### src/rtl/i2c_pkg.sv
// rtl/i2c_pkg.sv - shared types and constants for the I2C write master
//
// Purpose : FSM state encoding and fixed transaction constants used by
//           i2c_write_master.
// Ports   : none (package).

package i2c_pkg;

    typedef enum logic [2:0] {
        ST_IDLE       = 3'd0,
        ST_WAIT_START = 3'd1,
        ST_DATA       = 3'd2,
        ST_ACK        = 3'd3,
        ST_STOP_LOW   = 3'd4,
        ST_STOP_HIGH  = 3'd5,
        ST_DONE       = 3'd6
    } state_t;

    localparam logic       I2C_WRITE_BIT = 1'b0;
    localparam int         NUM_BYTES     = 3;
    localparam logic [1:0] LAST_BYTE_IDX = 2'(NUM_BYTES - 1);

endpackage

### src/rtl/i2c_write_master.sv
// rtl/i2c_write_master.sv - single-register I2C write master paced by SCL strobes
//
// Purpose : Performs START, {dev_addr,W}, reg_addr, wr_data, STOP. All SDA
//           activity is timed by the clock generator's cl_low / cl_high strobes.
// Ports   :
//   clock, reset      system clock, synchronous active-high reset
//   scl               free-running SCL from the clock generator
//   cl_low, cl_high   one-cycle strobes at mid SCL-low / mid SCL-high
//   start             one-cycle request, honoured only in IDLE
//   dev_addr, reg_addr, wr_data   transaction fields, latched on start
//   sda_in            SDA pad readback (ACK sampling)
//   sda_oe            1 = pull SDA low
//   scl_out           scl while enabled, otherwise released high
//   busy, done        transaction status (done is a one-cycle pulse)
//   ack_error         sticky NACK flag, cleared by the next accepted start

module i2c_write_master
    import i2c_pkg::*;
(
    input  logic       clock,
    input  logic       reset,
    input  logic       scl,
    input  logic       cl_low,
    input  logic       cl_high,
    input  logic       start,
    input  logic [6:0] dev_addr,
    input  logic [7:0] reg_addr,
    input  logic [7:0] wr_data,
    input  logic       sda_in,
    output logic       sda_oe,
    output logic       scl_out,
    output logic       busy,
    output logic       done,
    output logic       ack_error
);

    state_t     state_q, state_d;
    logic       sda_q, sda_d;
    logic       scl_en_q, scl_en_d;
    logic [7:0] shift_q, shift_d;
    logic [2:0] bit_cnt_q, bit_cnt_d;
    logic [1:0] byte_idx_q, byte_idx_d;
    logic       busy_q, busy_d;
    logic       ack_error_q, ack_error_d;
    logic [7:0] addr_byte_q, addr_byte_d;
    logic [7:0] reg_byte_q, reg_byte_d;
    logic [7:0] data_byte_q, data_byte_d;

    always_ff @(posedge clock) begin
        if (reset) begin
            state_q     <= ST_IDLE;
            sda_q       <= 1'b1;
            scl_en_q    <= 1'b0;
            shift_q     <= 8'd0;
            bit_cnt_q   <= 3'd0;
            byte_idx_q  <= 2'd0;
            busy_q      <= 1'b0;
            ack_error_q <= 1'b0;
            addr_byte_q <= 8'd0;
            reg_byte_q  <= 8'd0;
            data_byte_q <= 8'd0;
        end else begin
            state_q     <= state_d;
            sda_q       <= sda_d;
            scl_en_q    <= scl_en_d;
            shift_q     <= shift_d;
            bit_cnt_q   <= bit_cnt_d;
            byte_idx_q  <= byte_idx_d;
            busy_q      <= busy_d;
            ack_error_q <= ack_error_d;
            addr_byte_q <= addr_byte_d;
            reg_byte_q  <= reg_byte_d;
            data_byte_q <= data_byte_d;
        end
    end

    always_comb begin
        state_d     = state_q;
        sda_d       = sda_q;
        scl_en_d    = scl_en_q;
        shift_d     = shift_q;
        bit_cnt_d   = bit_cnt_q;
        byte_idx_d  = byte_idx_q;
        busy_d      = busy_q;
        ack_error_d = ack_error_q;
        addr_byte_d = addr_byte_q;
        reg_byte_d  = reg_byte_q;
        data_byte_d = data_byte_q;

        case (state_q)
            ST_IDLE: begin
                if (start) begin
                    addr_byte_d = {dev_addr, I2C_WRITE_BIT};
                    reg_byte_d  = reg_addr;
                    data_byte_d = wr_data;
                    ack_error_d = 1'b0;
                    busy_d      = 1'b1;
                    state_d     = ST_WAIT_START;
                end
            end

            // START is SDA falling in mid SCL-high. SCL is enabled at the same
            // strobe, while scl=1, so scl_out never glitches.
            ST_WAIT_START: begin
                if (cl_high) begin
                    sda_d      = 1'b0;
                    scl_en_d   = 1'b1;
                    shift_d    = addr_byte_q;
                    bit_cnt_d  = 3'd7;
                    byte_idx_d = 2'd0;
                    state_d    = ST_DATA;
                end
            end

            ST_DATA: begin
                if (cl_low) begin
                    sda_d = shift_q[bit_cnt_q];
                end else if (cl_high) begin
                    if (bit_cnt_q == 3'd0) begin
                        state_d = ST_ACK;
                    end else begin
                        bit_cnt_d = bit_cnt_q - 3'd1;
                    end
                end
            end

            ST_ACK: begin
                if (cl_low) begin
                    sda_d = 1'b1;
                end else if (cl_high) begin
                    if (sda_in) begin
                        ack_error_d = 1'b1;
                        state_d     = ST_STOP_LOW;
                    end else if (byte_idx_q == LAST_BYTE_IDX) begin
                        state_d = ST_STOP_LOW;
                    end else begin
                        byte_idx_d = byte_idx_q + 2'd1;
                        shift_d    = (byte_idx_q == 2'd0) ? reg_byte_q : data_byte_q;
                        bit_cnt_d  = 3'd7;
                        state_d    = ST_DATA;
                    end
                end
            end

            ST_STOP_LOW: begin
                if (cl_low) begin
                    sda_d   = 1'b0;
                    state_d = ST_STOP_HIGH;
                end
            end

            // STOP is SDA rising in mid SCL-high; SCL is released at the same
            // strobe, so scl_out simply stays high.
            ST_STOP_HIGH: begin
                if (cl_high) begin
                    sda_d    = 1'b1;
                    scl_en_d = 1'b0;
                    state_d  = ST_DONE;
                end
            end

            ST_DONE: begin
                busy_d  = 1'b0;
                state_d = ST_IDLE;
            end

            default: begin
                state_d = ST_IDLE;
            end
        endcase
    end

    assign sda_oe    = ~sda_q;
    assign scl_out   = scl_en_q ? scl : 1'b1;
    assign busy      = busy_q;
    assign done      = (state_q == ST_DONE);
    assign ack_error = ack_error_q;

endmodule

### config.mk
export PLATFORM = sky130hd
export DESIGN_NAME = i2c_write_master
export DESIGN_NICKNAME = d
export VERILOG_FILES = /design/src/rtl/i2c_pkg.sv /design/src/rtl/i2c_write_master.sv
export SDC_FILE = /design/constraint.sdc
export NUM_CORES = 1
export LEC_CHECK = 0
export ABC_AREA = 1
export BUFFER_PORTS_ARGS = -buffer_cell sky130_fd_sc_hd__buf_2
export CAP_MARGIN = 20
export CORE_MARGIN = 3
export CORE_UTILIZATION = 55
export CTS_BUF_LIST = sky130_fd_sc_hd__clkbuf_2 sky130_fd_sc_hd__clkbuf_4 sky130_fd_sc_hd__clkbuf_8
export DETAILED_ROUTE_END_ITERATION = 8
export MAX_ROUTING_LAYER = met4
export PLACE_DENSITY = 0.84
export RECOVER_POWER = 50
export SETUP_SLACK_MARGIN = 0.15
export SLEW_MARGIN = 20
export SYNTH_ARGS = -nofsm -noshare
export SYNTH_HDL_FRONTEND = slang
export SYNTH_SLANG_ARGS = --single-unit
### constraint.sdc
create_clock -name clock -period 2.75 [get_ports clock]
set_input_delay 0.275 -clock clock [delete_from_list [all_inputs] [get_ports clock]]
set_output_delay 0.275 -clock clock [all_outputs]
set_load 0.02 [all_outputs]
# Yosys cells after proc, flatten, opt, wreduce, memory -nomap -nowiden

Index checks and enable logic that the tools add are counted.

Register bits: 43
Input bits: 30
Output and inout port bits: 5
Logic and storage cells: 105

Add/sub/neg operators: 2
$lt $le $gt $ge: 1
Eq/ne operators: 22
Muxes and demuxes: 51
Bitwise logic cells: 1
Reduce and logical (&&, ||, !) cells: 17

Operators by type and width:

| kind                                                       | count |
|---|---|
| 2-to-1 mux 3 bit                                           | 19 |
| 2-to-1 mux 8 bit                                           | 6 |
| != test 2 bit, second input constant                       | 15 |
| case mux 3 bit (6 select lines)                            | 1 |
| AND reduction 9 bit                                        | 2 |
| case mux 8 bit (2 select lines)                            | 1 |
| 2-to-1 mux 1 bit                                           | 12 |
| AND reduction 6 bit                                        | 2 |
| 2-to-1 mux 2 bit                                           | 5 |
| == test 3 bit, second input constant                       | 3 |
| case mux 3 bit (3 select lines)                            | 1 |
| nonzero test 2 bit                                         | 4 |
| == test 3 x 2 -> 1 bit, second input constant              | 2 |
| zero test 3 bit                                            | 2 |
| case mux 1 bit (2 select lines)                            | 3 |
| case mux 1 bit (5 select lines)                            | 1 |
| AND reduction 5 bit                                        | 1 |
| nonzero test 5 bit                                         | 1 |
| less-than comparator 3 x 4 -> 1 bit, second input constant | 1 |
| case mux 2 bit (2 select lines)                            | 1 |
| AND reduction 2 bit                                        | 2 |
| binary-select mux 1 bit (select 3 bit)                     | 1 |
| == test 3 x 1 -> 1 bit, second input constant              | 1 |
| AND reduction 3 bit                                        | 1 |
| other kinds (6)                                            | 6 |

# Depth between registers and ports, before layout

Gate-level depths: netlist of the first run.

Depth in word-level cells: 7
Mapped depth: 10
Gate-level depth less buffers: 10

# Least setup slack after synthesis of the first run

Ideal clock, no wire load.

Path type: flip-flop to flip-flop
From: reg byte_idx_q[0]
To: reg shift_q[5]
Library setup time: 0.119 ns
Data arrival time: 1.298 ns
Required time: 2.631 ns
Path slack: 1.332 ns
Cell stages (with the launch flop): 9
Buffers on the path: 1
Period minus slack after synthesis: 1.418 ns
Cell sequence: dfxtp_1 > inv_1 > ha_1 > clkbuf_1 > o21ai_0 > nand2_1 > o21ai_0 > o21ai_0 > a21oi_1

Longest elaborated chain between the ends: 7
Elaborated cells between the ends (all ways): 10
Those cells by class: eq/ne: 2; mux: 6; reduce/logical: 2

RTL lines:

| what                            | RTL line                | source |
|---|---|---|
| from (decl)                     | i2c_write_master.sv:42  | `logic [1:0] byte_idx_q, byte_idx_d;` |
| from (signal assigned)          | i2c_write_master.sv:68  | `byte_idx_q <= byte_idx_d;` |
| zero test 2 bit                 | i2c_write_master.sv:138 | `shift_d = (byte_idx_q == 2'd0) ? reg_byte_q : data_byte_q;` |
| 2-to-1 mux 8 bit                | i2c_write_master.sv:138 |  |
| 2-to-1 mux 8 bit                | i2c_write_master.sv:134 | `end else if (byte_idx_q == LAST_BYTE_IDX) begin` |
| 2-to-1 mux 8 bit                | i2c_write_master.sv:131 | `if (sda_in) begin` |
| 2-to-1 mux 8 bit                | i2c_write_master.sv:130 | `end else if (cl_high) begin` |
| 2-to-1 mux 8 bit                | i2c_write_master.sv:128 | `if (cl_low) begin` |
| case mux 8 bit (2 select lines) | i2c_write_master.sv:90  | `case (state_q)` |
| to (signal assigned)            | i2c_write_master.sv:66  | `shift_q <= shift_d;` |
| to (decl)                       | i2c_write_master.sv:40  | `logic [7:0] shift_q, shift_d;` |

Parallel ways exist; a longest one is shown, timed or not. The select of a mux whose other input is x is not followed.
A chain may end at the register's enable or synchronous reset.

# Final worst setup path of the first run

From: reg state_q[0]
To: reg shift_q[5]

Longest elaborated chain between the ends: 3
Elaborated cells between the ends (all ways): 10
Those cells by class: eq/ne: 7; mux: 1; reduce/logical: 2

RTL lines:

| what                                                                        | RTL line               | source |
|---|---|---|
| from (decl)                                                                 | i2c_write_master.sv:37 | `state_t state_q, state_d;` |
| from (signal assigned)                                                      | i2c_write_master.sv:63 | `state_q <= state_d;` |
| == test 3 x 2 -> 1 bit / == test 3 x 1 -> 1 bit (equally long branches)     | i2c_write_master.sv:90 |  |
| != test 2 bit (no source line) / nonzero test 2 bit (equally long branches) | --                     |  |
| AND reduction 6 bit (no source line)                                        | --                     |  |

Parallel ways exist; a longest one is shown, timed or not.

==> reports/metrics.cfg, run 1 <==
[power]
power.leakage_uw=0.001048
peakVddDrop_v=0.0008549
powerDensity_nw_per_um2=972.0

[setup_path]
rr_startpoint=state_q[0]$_SDFFE_PP0P_
end_kind=flip-flop
arrival_ns=2.09
critPathRequiredTime_ns=2.92
r2r-end=shift_q[5]$_SDFFE_PP0P_
crit_type=flip-flop to flip-flop
rrSetupSlack_ns=0.83
cp_max_fo=18
startpoint=state_q[0]$_SDFFE_PP0P_
startpoint_type=flip-flop
endpoint=shift_q[5]$_SDFFE_PP0P_
r2r_cells=5

[sta]
drv_slew=0
worstMarginPinSlew_ns=0.6853
hold_viol=0
relSlewSlack_pct=54.26
setup_tns_ns=0
period_share_pct=69.84
period_needed_ns=1.921
rsz0062_at_grt=false
fmax_mhz=520.7
worst_clock_skew_ns=0.003681
setup_violations=0

[cells_and_area]
most-common-layout-cells=64 x nand2_1, 43 x dfxtp_1, 40 x inv_1
utilization_pct=63.54
multi_input_area_um2=1044
instances_no_fill=387
n_antenna_cell=0
n_fill_cell=335
final_common_cell=nand2_1
final_nets=373
layout-drive-gt1-share_pct=15.34
seqCellArea_um2=860.8
area_growth_pct=8.192

[global_route]
grt_pass1_vias=1738
grt_pass1_wl_um=7500
track_usage_pct=19.05
grt_antenna_before_repair=0
grt_remaining_overflow=0
grt_max_degree=42

[clock_tree]
clkSinkCount=43
cts_resized=0
h-tree-depth=2
tritoncts=done
cts_root_buf=clkbuf_8
cts-hold-fix-buffers=0
insertion_delay_ns=0.29
clk_path_buf_depth=2
clk_pin_slew_ns=0.08
numCtsBuffers=5
post_cts_buffers=0

[route]
ant_nets=0
drt_iter0_markers=141
met1_length_um=2117
dr_total_vias=1976
drt-total-wl_um=4337
routed-wl-met2_um=1962
dr_wl_met3_um=187
drc_errors=0
vias_per_cell=5.106
dr.pass1.iters=5
highest-signal-layer=met4
post_drt_wl_per_cell_um=11.21

[outcome]
outcome=completed

[floorplan]
io_pins=35
core-area_um2=3771
die_w_um=69.46
num_rows=22
initial_utilization_pct=58.73
dieArea_um2=4824
die_y_um=69.46

[placed_design]
gp_congestion=0.8835
numPortBuffers=34
place_inst=379
dpl.hpwl_um=3192

[yosys]
syn-cell-area_um2=2215
yosysTopAreaCell=dfxtp_1
syn-num-nets=344
syn_inst=309
ys_ff_latch=43
yosysSeqAreaShare_pct=38.87
synth_top_area_share_pct=38.87
synth.avg_cell_area_um2=7.167
ys_warn_count=0
synth.area.top_cells=dfxtp_1 39%, nand2_1 11%, a21oi_1 8.1%, inv_1 6.8%, o21ai_1 5.9%
ys_types=26

[flow_run]
max-cap-violations=0

[worst_hold_path]
hold_path.class=input pin to flip-flop

-- through the flow --
step | power (uW) | hold slack [ns] | instance area, um2 | setup slack, ns
after detailed placement | 1968 | 0.4468 | 2344 | 1.056
after CTS | 2366 | 0.2395 | 2432 | 1.039
final | 2329 | 0.2388 | 2396 | 0.8295
after global routing | 2530 | 0.2484 | 2396 | 0.6249
after global placement | 1932 | 0.4345 | 2344 | 1.132
after floorplan | 1827 | 0.3713 | 2215 | 1.332
-- layout make-up --
class	count	share of cell area, %
inverter	44	7.102
clock buffer	6	3.185
timing repair buffer	35	7.206
tap	48	2.507
clock inverter	2	0.5222
sequential	43	35.93
multi-input combinational	209	43.55
-- per-layer routing --
layer  GRT usage, %  vias up
met5              -        -
met4          7.809        0
met3          2.754        9
met2          28.81       41
met1          25.56      872
li1               -     1054
-- sequential cells by signal, indices dropped and copies added, names as in the netlist --
signal and cells:
ack_error 1, busy 1, shift_q 8, data_byte_q 8, scl_en_q 1, byte_idx_q 2
bit_cnt_q 3, state_q 3, reg_byte_q 8, addr_byte_q 7, sda_q 1
-- power by group --
part,switching [uW],total [uW],internal (uW),leakage (uW)
Combinational,647,982,335,0.000650
Clock,219,406,188,0.0000446
Sequential,136,941,805,0.000353
Total,1000,2330,1330,0.00105
-- critical path, cell delays in order (launching register included) --
cell     delay (ns)
dfxtp_1        0.68
nand3_1        0.15
a21oi_1        0.24
nand2_1        0.36
o21ai_0        0.30
a21oi_1        0.06
-- synth_stat cells, drive strengths merged --
cell type	count
a21oi	39
buf	8
clkbuf	5
dfxtp	43
ha	5
inv	44
nand2	66
nand3	24
nand3b	1
nand4	1
nor2	22
nor3	3
o21ai	45
o21bai	1
or2	1
xor2	1
-- how the worst min path moves through the flow --
stage,start,endpoint,slack (ns),cells past startpoint
after floorplan,reset,busy$_SDFFE_PP0P_,0.37,1
after global placement,data_byte_q[6]$_SDFFE_PP0P_,data_byte_q[6]$_SDFFE_PP0P_,0.43,2
after detailed placement,data_byte_q[0]$_SDFFE_PP0P_,data_byte_q[0]$_SDFFE_PP0P_,0.45,2
after CTS,dev_addr[4],addr_byte_q[5]$_SDFFE_PP0P_,0.24,3
after global routing,reg_addr[1],reg_byte_q[1]$_SDFFE_PP0P_,0.25,3
final,dev_addr[1],addr_byte_q[2]$_SDFFE_PP0P_,0.24,3
-- cells by family after synthesis --
group / share of synthesized area [%]
AOI/OAI and AO/OA: 19.83
xor gates and xnor gates: 0.3956
adders and majority gates: 2.825
buffers and inverters: 12.60
DFF: 38.87
and+or+nand+nor: 25.48
No activity file was read; power rests on OpenSTA's default activity.
==> run 2, diff against run 1 <==
--- a/config.mk
+++ b/config.mk
@@ -5,11 +5,11 @@
 export SDC_FILE = /design/constraint.sdc
 export NUM_CORES = 1
 export LEC_CHECK = 0
-export ABC_AREA = 1
+export ABC_AREA = 0
 export BUFFER_PORTS_ARGS = -buffer_cell sky130_fd_sc_hd__buf_2
 export CAP_MARGIN = 20
 export CORE_MARGIN = 3
-export CORE_UTILIZATION = 55
+export CORE_UTILIZATION = 52
 export CTS_BUF_LIST = sky130_fd_sc_hd__clkbuf_2 sky130_fd_sc_hd__clkbuf_4 sky130_fd_sc_hd__clkbuf_8
 export DETAILED_ROUTE_END_ITERATION = 8
 export MAX_ROUTING_LAYER = met4
==> constraint.sdc (replaced) <==
create_clock -name clock -period 1.63 [get_ports clock]
set_input_delay 0.163 -clock clock [delete_from_list [all_inputs] [get_ports clock]]
set_output_delay 0.163 -clock clock [all_outputs]
set_load 0.02 [all_outputs]
==> run 2 against run 1 <==
Effect of this change: count of clock-buffer cells in the layout decreased by 1; synthesized area decreased by 6.3%; sequential share of layout area decreased by 1.6 points; final cell count decreased by 11%; largest power group is now sequential cells; sequential cell count unchanged; maximum frequency increased by 24%; first-iteration DRC count decreased by 15%; global-route usage increased by 2.4 points; worst hold slack got worse by 0.13 ns; non-clock buffer count increased by 15; synthesized cell count decreased by 17%; via count decreased by 2.3%.
==> reports/metrics.cfg, run 2 <==
[clock_tree]
clkSinkCount=43  ; unchanged
h-tree-depth=2  ; unchanged
cts-hold-fix-buffers=0  ; unchanged
cts_root_buf=clkbuf_8
post_cts_buffers=0  ; unchanged
tritoncts=done
clk_path_buf_depth=2  ; unchanged
numCtsBuffers=5  ; unchanged
insertion_delay_ns=0.29  ; about the same
clk_pin_slew_ns=0.08  ; about the same

[route]
drc_errors=0  ; unchanged
post_drt_wl_per_cell_um=13.89  ; +24%
drt-total-wl_um=4765  ; +9.9%
vias_per_cell=5.627  ; +10%
drt_iter0_markers=120  ; -15%
dr.pass1.iters=4  ; -1
ant_nets=0  ; unchanged
dr_total_vias=1930  ; -2.3%

[sta]
setup_violations=0  ; unchanged
setup_tns_ns=0  ; unchanged
relSlewSlack_pct=73.62  ; +19 points
drv_slew=0  ; unchanged
period_share_pct=95.27  ; +25 points
rsz0062_at_grt=true
worst_clock_skew_ns=0.005476  ; +0.001794 ns
worstMarginPinSlew_ns=0.3957  ; -0.2896 ns
fmax_mhz=644.0  ; +24%
hold_viol=0  ; unchanged
period_needed_ns=1.553  ; -0.3676 ns

[yosys]
yosysSeqAreaShare_pct=41.47  ; +2.6 points
ys_async_sr_fraction_pct=0  ; unchanged
synth_top_area_share_pct=41.47  ; +2.6 points
yosysMostFrequentCell=nand2_1
syn-num-nets=291  ; -15%
synth.area.top_cells=dfxtp_1 41%, nand2_1 12%, a21oi_1 9.2%, mux2i_1 4.3%, nand2b_1 3.3%
syn-cell-area_um2=2076  ; -6.3%
yosysTopAreaCell=dfxtp_1
ys_warn_count=0  ; unchanged
synth_edf_count=0  ; unchanged
ys_types=42  ; +62%
syn_inst=256  ; -17%
synth_ff_type=dfxtp_1
synth.top_cells.by_count=66 x nand2_1, 43 x dfxtp_1, 38 x a21oi_1
synth.avg_cell_area_um2=8.108  ; +13%
ys_ff_latch=43  ; unchanged

[cells_and_area]
final_common_cell=nand2_1
utilization_pct=67.28  ; +3.7 points
n_antenna_cell=0  ; unchanged
area_growth_pct=21.34
layout-drive-gt1-share_pct=25.42  ; +10 points
final_nets=330  ; -12%
most-common-layout-cells=66 x nand2_1, 39 x dfxtp_1, 37 x a21oi_1
reg_top3=data_byte_q: 8 flops, reg_byte_q: 8 flops, shift_q: 8 flops
instances_no_fill=343  ; -11%
n_fill_cell=315  ; -6.0%
finalInstanceArea_um2=2519  ; +5.1%

[setup_path]
cp_top_family=compound AO/OA/AOI/OAI gates
crit_type=flip-flop to flip-flop
max_stage_delay_ns=0.34  ; -0.34 ns
crit_chain=inv_2, ha_4, o31a_1, nor3_4, buf_12, nand3_1, a21oi_2
critPathRequiredTime_ns=1.84  ; -1.08 ns
arrival_ns=1.77  ; -0.32 ns
cp_max_fo=10  ; -8
end_kind=flip-flop
cpMaxStageDelayCell=dfxtp_2
startpoint_type=flip-flop
r2r_cells=7  ; +2
crit_buf_inv=2  ; +2
worst-path-stages=7  ; +2

[placed_design]
dpl.hpwl_um=3366  ; +5.5%
dpl-instance-area_um2=2384  ; +1.7%
gp_congestion=0.8904  ; +0.78%
place_inst=336  ; -11%
numPortBuffers=34  ; unchanged

[global_route]
grt_pass1_wl_um=8424  ; +12%
grt_remaining_overflow=0  ; unchanged
track_usage_pct=21.47  ; +2.4 points
grt_max_degree=38  ; -9.5%
grt_antenna_before_repair=0  ; unchanged
grt_pass1_vias=1858  ; +6.9%

[floorplan]
num_rows=22  ; unchanged
die_w_um=69.18  ; -0.40%
dieArea_um2=4786  ; -0.79%
initial_utilization_pct=55.45  ; -3.3 points
die_y_um=69.18  ; -0.40%
core-area_um2=3744  ; -0.73%
io_pins=35  ; unchanged

[power]
power.leakage_uw=0.001012  ; -3.4%
powerDensity_nw_per_um2=1394  ; +43%
peakVddDrop_v=0.0008090  ; -5.4%

[flow_run]
max-cap-violations=0  ; unchanged

[worst_hold_path]
hold_path.class=input pin to flip-flop
min_path_cells=3  ; unchanged

[outcome]
outcome=completed

[run 2: cell types whose count changed after synthesis, moves of 4 or more]
cell,change
buf_2,+12
a31oi_1,+4
inv_1,-32
o21ai_0,-18
nand2_1,+4
o21ai_1,-25
o211ai_1,+8
nand2b_1,+11
nand3_1,-16
nor2_1,-14
mux2i_1,+9
buf_6,-8
[run 2: cell families (layout without fill, tap and decap cells)]
logic type | after synthesis | after routing | synth area share, %
AO/OA/AOI/OAI | 65 | 65 | 20.01
adder cells (fa/ha/maj) | 5 | 5 | 3.014
buffers and inverters | 26 | 65 | 5.485
flip-flops | 43 | 43 | 41.47
multiplexers | 11 | 11 | 5.968
AND/OR/NAND/NOR | 106 | 106 | 24.05
[run 2: worst register-to-register path, stage by stage, from the launching register on]
cell and delay [ns]:
dfxtp_2 0.34, inv_2 0.05, ha_4 0.15, o31a_1 0.28
nor3_4 0.23, buf_12 0.15, nand3_1 0.12, a21oi_2 0.17
[run 2: per-stage QoR]
stage,setup WS (ns),total power [uW],hold slack (ns)
after CTS,0.1109,3534,0.09914
after floorplan,0.1428,2299,0.2990
final,0.07708,3510,0.1059
after global placement,0.06255,2681,0.4036
after global routing,0.004902,3741,0.1068
after detailed placement,0.008339,2714,0.4093
[run 2: area by class of cell]
cell class / instances / area [um2] / share of cell area [%]
clock buffers: 5 / 68.82 / 2.732
multi-input cells: 187 / 1142 / 45.36
repair buffers: 50 / 314.1 / 12.47
flip-flops and latches: 43 / 865.8 / 34.38
clock inverters: 2 / 37.54 / 1.490
inverters: 8 / 30.03 / 1.192
well taps: 48 / 60.06 / 2.384
[run 2: path summary, 6_finish.rpt]
kind	startpoint	endpoint	slack, ns
max	byte_idx_q[0]$_SDFFE_PP0P_	byte_idx_q[0]$_SDFFE_PP0P_	0.08
min	reg_addr[2]	reg_byte_q[2]$_SDFFE_PP0P_	0.11
max reg2reg	byte_idx_q[0]$_SDFFE_PP0P_	byte_idx_q[0]$_SDFFE_PP0P_	0.08
min reg2reg	data_byte_q[1]$_SDFFE_PP0P_	data_byte_q[1]$_SDFFE_PP0P_	0.46
[run 2: per-layer routing]
layer | vias up | GRT usage, % | share of wire, %
met5 | - | - | 0
met2 | 61 | 35.06 | 49
li1 | 954 | - | -
met4 | 0 | 5.640 | 1.3
met1 | 907 | 27.18 | 45
met3 | 8 | 4.348 | 4.9
[run 2: timing repair]
| action | in CTS | in global routing |
|---|---|---|
| endpoints found under the setup margin | 14 | 15 |
| pin swaps | 3 | 5 |
| hold endpoints to repair | 0 | 0 |
| resized for setup | 6 | 7 |
[run 2: power by group]
part	switching, uW	total [uW]	internal [uW]	leakage [uW]
Sequential	137	1370	1240	0.000353
Combinational	761	1350	586	0.000609
Clock	342	789	448	0.0000502
Total	1240	3510	2270	0.00101
==> run 3, diff against run 2 <==
--- a/config.mk
+++ b/config.mk
@@ -5,11 +5,11 @@
 export SDC_FILE = /design/constraint.sdc
 export NUM_CORES = 1
 export LEC_CHECK = 0
-export ABC_AREA = 0
+export ABC_AREA = 1
 export BUFFER_PORTS_ARGS = -buffer_cell sky130_fd_sc_hd__buf_2
 export CAP_MARGIN = 20
 export CORE_MARGIN = 3
-export CORE_UTILIZATION = 52
+export CORE_UTILIZATION = 53
 export CTS_BUF_LIST = sky130_fd_sc_hd__clkbuf_2 sky130_fd_sc_hd__clkbuf_4 sky130_fd_sc_hd__clkbuf_8
 export DETAILED_ROUTE_END_ITERATION = 8
 export MAX_ROUTING_LAYER = met4
==> run 3 against run 2 <==
Effect of this change: worst hold slack better by 0.022 ns; critical path depth shrank 1; routed wire length is 0.65% higher; register-to-register slack better by 0.12 ns; combinational power rose by 47%; global-route usage decreased by 1.6 points; maximum frequency grew 8.0%; utilization fell by 1.6 points; non-clock buffer count down 8; die area rose by 4.3%; highest routed layer unchanged.
==> reports/metrics.cfg, run 3 (synthesized netlist as in run 1, its figures left out) <==
[outcome]
outcome=completed

[cells_and_area]
multi_input_area_um2=1114  ; -2.5%
layout-drive-gt1-share_pct=21.10  ; -4.3 points
final_nets=380  ; +15%
final_common_cell=nand2_1
reg_top3=data_byte_q: 8 flops, reg_byte_q: 8 flops, shift_q: 8 flops
most-common-layout-cells=62 x nand2_1, 39 x inv_1, 39 x dfxtp_1
seqCellArea_um2=865.8  ; unchanged
area_growth_pct=14.35
n_antenna_cell=0  ; unchanged
n_fill_cell=340  ; +7.9%
instances_no_fill=394  ; +15%

[floorplan]
io_pins=35  ; unchanged
core-area_um2=3854  ; +2.9%
die_w_um=70.64  ; +2.1%
dieArea_um2=4990  ; +4.3%
initial_utilization_pct=57.47  ; +2.0 points
num_rows=22  ; unchanged
die_y_um=70.64  ; +2.1%

[route]
dr_total_vias=2057  ; +6.6%
vias_per_cell=5.221  ; -7.2%
drt_iter0_markers=88  ; -27%
post_drt_wl_per_cell_um=12.17  ; -12%
routed-wl-met2_um=2302  ; -1.7%
drt-total-wl_um=4796  ; +0.65%
drc_errors=0  ; unchanged
dr.pass1.iters=4  ; unchanged
ant_nets=0  ; unchanged
met1_length_um=2216  ; +4.3%
highest-signal-layer=met4
dr_wl_met3_um=206  ; -12%

[power]
peakVddDrop_v=0.001186  ; +47%
pwr-share-comb_pct=47.3  ; +8.9 points
p_int_uw=2413  ; +6.3%
pwr-share-seq_pct=36.8  ; -2.3 points
p_clk_share_pct=15.9  ; -6.6 points
powerDensity_nw_per_um2=1667  ; +20%
power_switching_uw=1807  ; +46%
switching_share_pct=42.82  ; +7.5 points
power.leakage_uw=0.001093  ; +7.9%

[global_route]
grt_pass1_vias=1773  ; -4.6%
grt_antenna_before_repair=0  ; unchanged
grt_max_degree=42  ; +11%
grt_pass1_wl_um=7803  ; -7.4%
grt_remaining_overflow=0  ; unchanged
track_usage_pct=19.83  ; -1.6 points

[sta]
rsz0062_at_grt=true
worstMarginPinSlew_ns=0.3826  ; -0.01314 ns
period_needed_ns=1.438  ; -0.1152 ns
setup_violations=0  ; unchanged
period_share_pct=88.20  ; -7.1 points
drv_slew=0  ; unchanged
relSlewSlack_pct=74.47  ; +0.85 points
worst_clock_skew_ns=0.004903  ; -0.0005723 ns
hold_viol=0  ; unchanged
setup_tns_ns=0  ; unchanged
fmax_mhz=695.6  ; +8.0%

[setup_path]
max_stage_delay_ns=0.41  ; +0.07 ns
r2r-end=ack_error$_SDFFE_PP0P_
r2r_cells=6  ; -1
end_kind=flip-flop
cp_max_fo=41  ; +31
critPathRequiredTime_ns=1.82  ; -0.02 ns
rrSetupSlack_ns=0.19  ; +0.12 ns
startpoint=state_q[0]$_SDFFE_PP0P_
cpMaxStageDelayCell=dfxtp_1
crit_buf_inv=1  ; -1
crit_type=flip-flop to flip-flop
arrival_ns=1.63  ; -0.14 ns
crit_chain=clkbuf_1, nor3_4, nand2_4, nand2_1, a21oi_1, nor2_1
endpoint=ack_error$_SDFFE_PP0P_
cp_top_family=simple AND/OR/NAND/NOR gates
rr_startpoint=state_q[0]$_SDFFE_PP0P_
startpoint_type=flip-flop
worst-path-stages=6  ; -1

[clock_tree]
clk_pin_slew_ns=0.08  ; about the same
h-tree-depth=2  ; unchanged
tritoncts=done
clkSinkCount=43  ; unchanged
insertion_delay_ns=0.29  ; about the same
cts_root_buf=clkbuf_8
clk_path_buf_depth=2  ; unchanged
numCtsBuffers=5  ; unchanged

[worst_hold_path]
hp-start=dev_addr[0]
hold_path.class=input pin to flip-flop

[placed_design]
dpl.hpwl_um=3489  ; +3.7%
place_inst=385  ; +15%
gp_congestion=0.9274  ; +4.2%
numPortBuffers=34  ; unchanged

[flow_run]
max-cap-violations=0  ; unchanged

run 3: changes by cell type in the layout (fill, tap and decap cells not counted), sizes merged, moves of 3 or more:
cell / previous run / this run
o21ai: 2 / 45
inv: 8 / 44
nand3: 5 / 24
nor2: 6 / 22
nand2b: 11 / 0
mux2i: 9 / 0
buf: 45 / 37
o211ai: 8 / 0
a31oi: 4 / 0
nor2b: 3 / 0
run 3: worst min-delay path by stage:
stage                                   to  slack [ns]  cells after the start
2_1_floorplan            busy$_SDFFE_PP0P_        0.26                      1
3_3_place_gp   data_byte_q[1]$_SDFFE_PP0P_        0.43                      3
3_5_place_dp   addr_byte_q[4]$_SDFFE_PP0P_        0.43                      3
4_1_cts         reg_byte_q[7]$_SDFFE_PP0P_        0.12                      3
5_1_grt         reg_byte_q[4]$_SDFFE_PP0P_        0.13                      3
6_report       addr_byte_q[1]$_SDFFE_PP0P_        0.13                      3
run 3: metrics by stage:
stage | cell area (um2) | hold WS [ns] | power [uW] | utilization (%) | setup slack, ns
6_report | 2532 | 0.1275 | 4221 | 65.71 | 0.1923
5_1_grt | 2532 | 0.1284 | 4564 | 65.71 | 0.08033
4_1_cts | 2494 | 0.1235 | 4170 | 64.71 | 0.1683
3_5_place_dp | 2401 | 0.4336 | 3480 | 62.31 | 0.1652
3_3_place_gp | 2401 | 0.4265 | 3411 | 62.31 | 0.2234
2_1_floorplan | 2215 | 0.2593 | 3083 | - | 0.2124
run 3: routing by layer:
layer | vias to the layer above | global-route usage (%)
met5 | - | -
met4 | 0 | 8.351
met3 | 7 | 3.693
met2 | 50 | 31.39
met1 | 927 | 24.85
li1 | 1073 | -
run 3: tightest hold or removal path: cells and delay by family:
family,cells,cell delay (ns)
buffers and inverters,1,0.07
AO/OA/AOI/OAI,2,0.15
run 3: layout make-up:
cell class,count,area share (%)
clock buffer,6,3.014
sequential,43,34.19
multi-input combinational,209,43.97
clock inverter,2,0.4941
timing repair buffer,42,9.239
inverter,44,6.719
tap,48,2.372
run 3: repair_timing:
action / in CTS / in global routing
hold buffers: 0 / 0
endpoints found under the setup margin: 4 / 23
gates resized for setup: 3 / 18
pin swaps: 0 / 3
setup buffers: 0 / 1
gates cloned: 0 / 0
run 3: power by group through the flow:
stage	clock [uW]	sequential, uW	combinational (uW)
after floorplan	0	1550	1540
after global placement	0	1560	1850
after detailed placement	0	1570	1910
after CTS	690	1540	1940
after global routing	738	1590	2230
final	673	1550	1990
